[src/rtl/game_pkg.sv]
// Shared game-flow definitions: state codes and widths used by the controller,
// the renderer and the score blocks.
package game_pkg;

    localparam int STATE_W = 3;
    localparam int LIVES_W = 4;

    typedef enum logic [STATE_W-1:0] {
        ST_START        = 3'd0,
        ST_INSTRUCTIONS = 3'd1,
        ST_COUNTDOWN    = 3'd2,
        ST_PLAYING      = 3'd3,
        ST_PAUSED       = 3'd4,
        ST_RESPAWN      = 3'd5,
        ST_GAME_OVER    = 3'd6
    } game_state_t;

endpackage

[src/rtl/key_debouncer.sv]
// Debounces one active-low raw key and emits a one-cycle pulse when the
// debounced level falls (the key is accepted as pressed).
module key_debouncer #(
    parameter int DB_CYCLES = 50000
) (
    input  logic clk,
    input  logic rst,
    input  logic raw,
    output logic press
);

    localparam int CW = (DB_CYCLES > 1) ? $clog2(DB_CYCLES) : 1;
    localparam logic [CW-1:0] LAST = CW'(DB_CYCLES - 1);

    logic          level;
    logic [CW-1:0] cnt;

    // The counter only runs while raw disagrees with the accepted level; any
    // agreeing cycle restarts the qualification window.
    always_ff @(posedge clk) begin
        if (rst) begin
            level <= 1'b1;
            cnt   <= '0;
            press <= 1'b0;
        end else begin
            press <= 1'b0;
            if (raw != level) begin
                if (cnt == LAST) begin
                    level <= raw;
                    cnt   <= '0;
                    press <= level & ~raw;
                end else begin
                    cnt <= cnt + CW'(1);
                end
            end else begin
                cnt <= '0;
            end
        end
    end

endmodule

[src/rtl/game_flow_controller.sv]
// Top-level game flow: debounced keys drive the title/countdown/play/pause/
// respawn/game-over sequence, tracking lives and a shared phase timer.
module game_flow_controller
    import game_pkg::*;
#(
    parameter int DB_CYCLES     = 50000,
    parameter int LIVES         = 3,
    parameter int COUNTDOWN_CYC = 150000000,
    parameter int INVULN_CYC    = 100000000
) (
    input  logic               clk,
    input  logic               rst,
    input  logic               key_action,
    input  logic               key_instr,
    input  logic               key_pause,
    input  logic               collision,
    output logic [STATE_W-1:0] state,
    output logic [LIVES_W-1:0] lives,
    output logic               invulnerable,
    output logic               start_pulse
);

    localparam int PHASE_MAX = (COUNTDOWN_CYC > INVULN_CYC) ? COUNTDOWN_CYC : INVULN_CYC;
    localparam int TW        = (PHASE_MAX > 1) ? $clog2(PHASE_MAX) : 1;
    localparam logic [TW-1:0]      CD_LOAD    = TW'(COUNTDOWN_CYC - 1);
    localparam logic [TW-1:0]      IV_LOAD    = TW'(INVULN_CYC - 1);
    localparam logic [LIVES_W-1:0] LIVES_INIT = LIVES_W'(LIVES);

    logic action_ev, instr_ev, pause_ev;

    key_debouncer #(.DB_CYCLES(DB_CYCLES)) u_db_action (
        .clk(clk), .rst(rst), .raw(key_action), .press(action_ev)
    );
    key_debouncer #(.DB_CYCLES(DB_CYCLES)) u_db_instr (
        .clk(clk), .rst(rst), .raw(key_instr), .press(instr_ev)
    );
    key_debouncer #(.DB_CYCLES(DB_CYCLES)) u_db_pause (
        .clk(clk), .rst(rst), .raw(key_pause), .press(pause_ev)
    );

    game_state_t        state_q, state_d;
    logic [TW-1:0]      timer_q, timer_d;
    logic [LIVES_W-1:0] lives_d;
    logic               start_pulse_d, invuln_d;

    always_ff @(posedge clk) begin
        if (rst) begin
            state_q      <= ST_START;
            timer_q      <= '0;
            lives        <= LIVES_INIT;
            start_pulse  <= 1'b0;
            invulnerable <= 1'b0;
        end else begin
            state_q      <= state_d;
            timer_q      <= timer_d;
            lives        <= lives_d;
            start_pulse  <= start_pulse_d;
            invulnerable <= invuln_d;
        end
    end

    always_comb begin
        state_d       = state_q;
        timer_d       = timer_q;
        lives_d       = lives;
        start_pulse_d = 1'b0;

        case (state_q)
            ST_START: begin
                if (action_ev) begin
                    state_d       = ST_COUNTDOWN;
                    lives_d       = LIVES_INIT;
                    start_pulse_d = 1'b1;
                end else if (instr_ev) begin
                    state_d = ST_INSTRUCTIONS;
                end
            end
            ST_INSTRUCTIONS: begin
                if (action_ev || instr_ev) state_d = ST_START;
            end
            ST_COUNTDOWN, ST_RESPAWN: begin
                if (timer_q == '0) state_d = ST_PLAYING;
                else               timer_d = timer_q - TW'(1);
            end
            ST_PLAYING: begin
                if (collision) begin
                    if (lives > LIVES_W'(1)) begin
                        state_d = ST_RESPAWN;
                        lives_d = lives - LIVES_W'(1);
                    end else begin
                        state_d = ST_GAME_OVER;
                        lives_d = '0;
                    end
                end else if (pause_ev) begin
                    state_d = ST_PAUSED;
                end
            end
            ST_PAUSED: begin
                if (pause_ev)       state_d = ST_PLAYING;
                else if (action_ev) state_d = ST_START;
            end
            ST_GAME_OVER: begin
                lives_d = '0;
                if (action_ev) state_d = ST_START;
            end
            default: state_d = ST_START;
        endcase

        // Every state entry reloads the phase timer, so timed states always
        // last exactly their configured number of cycles.
        if (state_d != state_q) begin
            case (state_d)
                ST_COUNTDOWN: timer_d = CD_LOAD;
                ST_RESPAWN:   timer_d = IV_LOAD;
                default:      timer_d = '0;
            endcase
        end

        invuln_d = (state_d == ST_RESPAWN);
    end

    assign state = state_q;

endmodule

[config.mk]
export PLATFORM = sky130hd
export DESIGN_NAME = game_flow_controller
export DESIGN_NICKNAME = d
export VERILOG_FILES = /design/src/rtl/game_pkg.sv /design/src/rtl/key_debouncer.sv /design/src/rtl/game_flow_controller.sv
export SDC_FILE = /design/constraint.sdc
export NUM_CORES = 1
export LEC_CHECK = 0
export ABC_AREA = 1
export CAP_MARGIN = 0
export CORE_MARGIN = 5
export CORE_UTILIZATION = 50
export DETAILED_ROUTE_END_ITERATION = 10
export PLACE_DENSITY = 0.8
export SLEW_MARGIN = 25
export SYNTH_ARGS = -nofsm -noshare
export SYNTH_HDL_FRONTEND = slang
export SYNTH_SLANG_ARGS = --single-unit
[constraint.sdc]
create_clock -name clk -period 2.1 [get_ports clk]
set_clock_uncertainty 0.1 [all_clocks]
set_input_delay 0.42 -clock clk [delete_from_list [all_inputs] [get_ports clk]]
set_output_delay 0.42 -clock clk [all_outputs]
set_load 0.01 [all_outputs]
==> out/results.txt <==
Status = complete, but fails checks
Failing checks = setup timing
Cell mode on critical path = inv_2
Design Area, Final = 6220 µm²
Drt first pass iters = 5
Mapped Nets = 745
Hold Vio Cnt, Final = 0
Post-Syn Area = 4950 µm²
Congestion Overflow GR = 0
CTS tree = yes
Ys flop type = dfxtp_1
Tcrit/Tclk final = 110%
Most frequent cells in the layout = nand2_1 (139), nor2_1 (121), dfxtp_1 (84)
Initial Util = 50.9%
# IOs = 15
First-pass GRT wire length = 20.0 mm
Final GP Congestion = 0.896
DRT iter0 DRCs = 239
Global-route usage over all layers = 20.5%
Worst-case clock buffer depth = 2
CTS Buf Count = 9
CTS H-tree lvls = 3
Die Ht = 109 µm
EDFF count, synth = 0
Antenna diode count = 0
Async SR Flop Fraction = 0%
Worst path slowest cell = dfxtp_2
Routed len/inst = 12.7 µm
DRC errors left = 0
Worst path bufs/invs = 7
Seq cells post-synth = 91
CP max stage delay = 0.34 ns
# rows = 36
Total Wirelength = 12.0 mm
Cell area power density = 470 nW/µm²
Post-DRT Antenna Nets = 0
Reg clk slew, reported paths = 0.10 ns
Family with the most delay on the worst path = buffers and inverters
Critical Path RT = 2.31 ns
Drt via density = 5.05
Highest Clock Rate = 0.435 GHz
Die width = 109 µm
Synth warnings = 0
RSZ-0062 raised after global routing = yes
Pleak = 2.81 nW
Data arrival time of the critical path = 2.51 ns
Seq. cell area = 1830 µm²
Yosys cell types = 38
Type of origin of the critical path = flip-flop
Min cycle time layout = 2.30 ns
Placed cell area = 5570 µm²
Die area = 12000 µm²
Avg Cell Area, Syn = 6.78 µm²
Vias in the first global route = 4660
MaxCap Viol Count = 0
Slew @ Worst Pin = 0.434 ns
Number of buffers added on ports = 14
Share of the yosys chip area belonging to registers = 36.8%
Max-slew headroom = 71.0%
Crit-path max FO = 5
Worst Path Class, Setup = reg2reg
Largest net degree at the start of global routing = 28
CORE AREA = 9730 µm²
Cell Chain, Critical Path = inv_2 -> ha_4 -> nand3_2 -> inv_2 -> nand2_4 -> nor2_4 -> buf_4 -> nand2_2 -> buf_4 -> o21ai_2 -> inv_2 -> nor3_4 -> buf_12 -> clkbuf_16 -> nor2_4 -> nor2_1
Critical Path Sink Type = flip-flop
VDD IR max = 0.479 mV
# setup viols final = 28
Fillcell total = 851
Worst skew pair latency = 0.37 ns
Layout area overhead = 25.8%
Multi-input logic area = 2850 µm²
# clock sinks = 91
Final setup margin = -0.200 ns
CTS Root Buffer Type = clkbuf_8
Max Transition Viols Final = 0
DP Wirelength = 7.91 mm
NumNets Final = 821
Mapped Cells = 730
WHS = 0.334 ns
Pre-CTS setup slack = -0.373 ns
Layout cell share with drive strength beyond 1 = 21.1%
Worst hold path type = reg2reg
Most common library cell in the layout ignoring fill and taps = nand2_1
Antenna violations before repair = 0
Vias = 4764
[final cells by class]
class	instances	area share, %
timing repair buffer	80	13.0
clock buffer	11	2.27
sequential	91	29.4
tap	133	2.67
multi-input combinational	523	45.8
inverter	101	6.21
clock inverter	5	0.583
[cells in the mapped netlist (all sizes together), types with 3 or more instances]
cell | n | share of area (%)
a21oi | 29 | 2.9
a31oi | 3 | 0.38
nor2 | 150 | 12
xnor2 | 5 | 0.88
nand3b | 4 | 0.61
o21ai | 15 | 1.9
inv | 100 | 7.6
nor4 | 7 | 0.88
clkbuf | 5 | 0.38
ha | 9 | 2.3
nand2 | 154 | 12
dfxtp | 91 | 37
o211ai | 4 | 0.61
xor2 | 33 | 5.8
or2 | 3 | 0.38
nor3 | 22 | 2.5
nand3 | 61 | 6.6
nor3b | 6 | 0.91
nand4 | 12 | 1.5
buf | 10 | 1.6
[power breakdown]
group          switching, W  internal, W
clock network      0.000641     0.000468
logic             0.0000497    0.0000342
registers        0.00000433      0.00173
total              0.000696      0.00223
[cells by family after synthesis]
logic type,synth area share (%)
AOI/OAI and AO/OA,6.57
buffers and inverters,9.68
and+or+nand+nor,37.9
DFF,36.8
adders and majority gates,2.28
xor gates and xnor gates,6.72
[sequential cells by signal, summed over array words and instances (netlist names)]
name	count
lives	4
invulnerable	1
u_db_pause.cnt	16
u_db_instr.level	1
timer_q	28
u_db_action.press	1
u_db_instr.cnt	16
u_db_pause.press	1
u_db_pause.level	1
u_db_instr.press	1
u_db_action.cnt	16
u_db_action.level	1
start_pulse	1
state	3
[through the flow]
| step | power (W) | TNS, ns | cells | util [%] |
|---|---|---|---|---|
| final | 0.00293 | -3.76 | 944 | 64.0 |
| after global routing | 0.00304 | -8.62 | 944 | 64.0 |
| after floorplan | 0.00182 | 0 | 730 | - |
| after global placement | 0.00185 | -6.69 | 909 | 57.3 |
| after CTS | 0.00295 | -1.32 | 936 | 61.8 |
| after detailed placement | 0.00186 | -9.45 | 909 | 57.3 |
[worst reg2reg max path, cell delays in order, from the launching register on]
cell and delay, ns:
dfxtp_2 0.34, inv_2 0.08, ha_4 0.14, nand3_2 0.09, inv_2 0.09, nand2_4 0.07
nor2_4 0.15, buf_4 0.13, nand2_2 0.05, buf_4 0.14, o21ai_2 0.09, inv_2 0.10
nor3_4 0.23, buf_12 0.15, clkbuf_16 0.16, nor2_4 0.04, nor2_1 0.11
[final timing paths]
check	start	end	slack [ns]	cells past startpoint
min	u_db_instr.cnt[0]	u_db_instr.cnt[0]	0.33	1
max	timer_q[1]	timer_q[0]	-0.20	16
max reg2reg	timer_q[1]	timer_q[0]	-0.20	16
min reg2reg	u_db_instr.cnt[0]	u_db_instr.cnt[0]	0.33	1
[repair_timing]
action                     CTS  global route
hold buffers                 0             0
setup endpoints to repair   28            46
buffers inserted             9             7
pin swaps                   13            20
gates resized for setup     35            39
cloned                       2             2
[per-layer routing]
layer	vias up	GRT usage, %	wire length [µm]
li1	2461	-	-
met1	2197	23.5	5100
met2	90	37.2	6250
met3	16	3.35	414
met4	0	8.99	199
met5	-	0	0
Note: power is estimated with default switching activity, not from simulation.
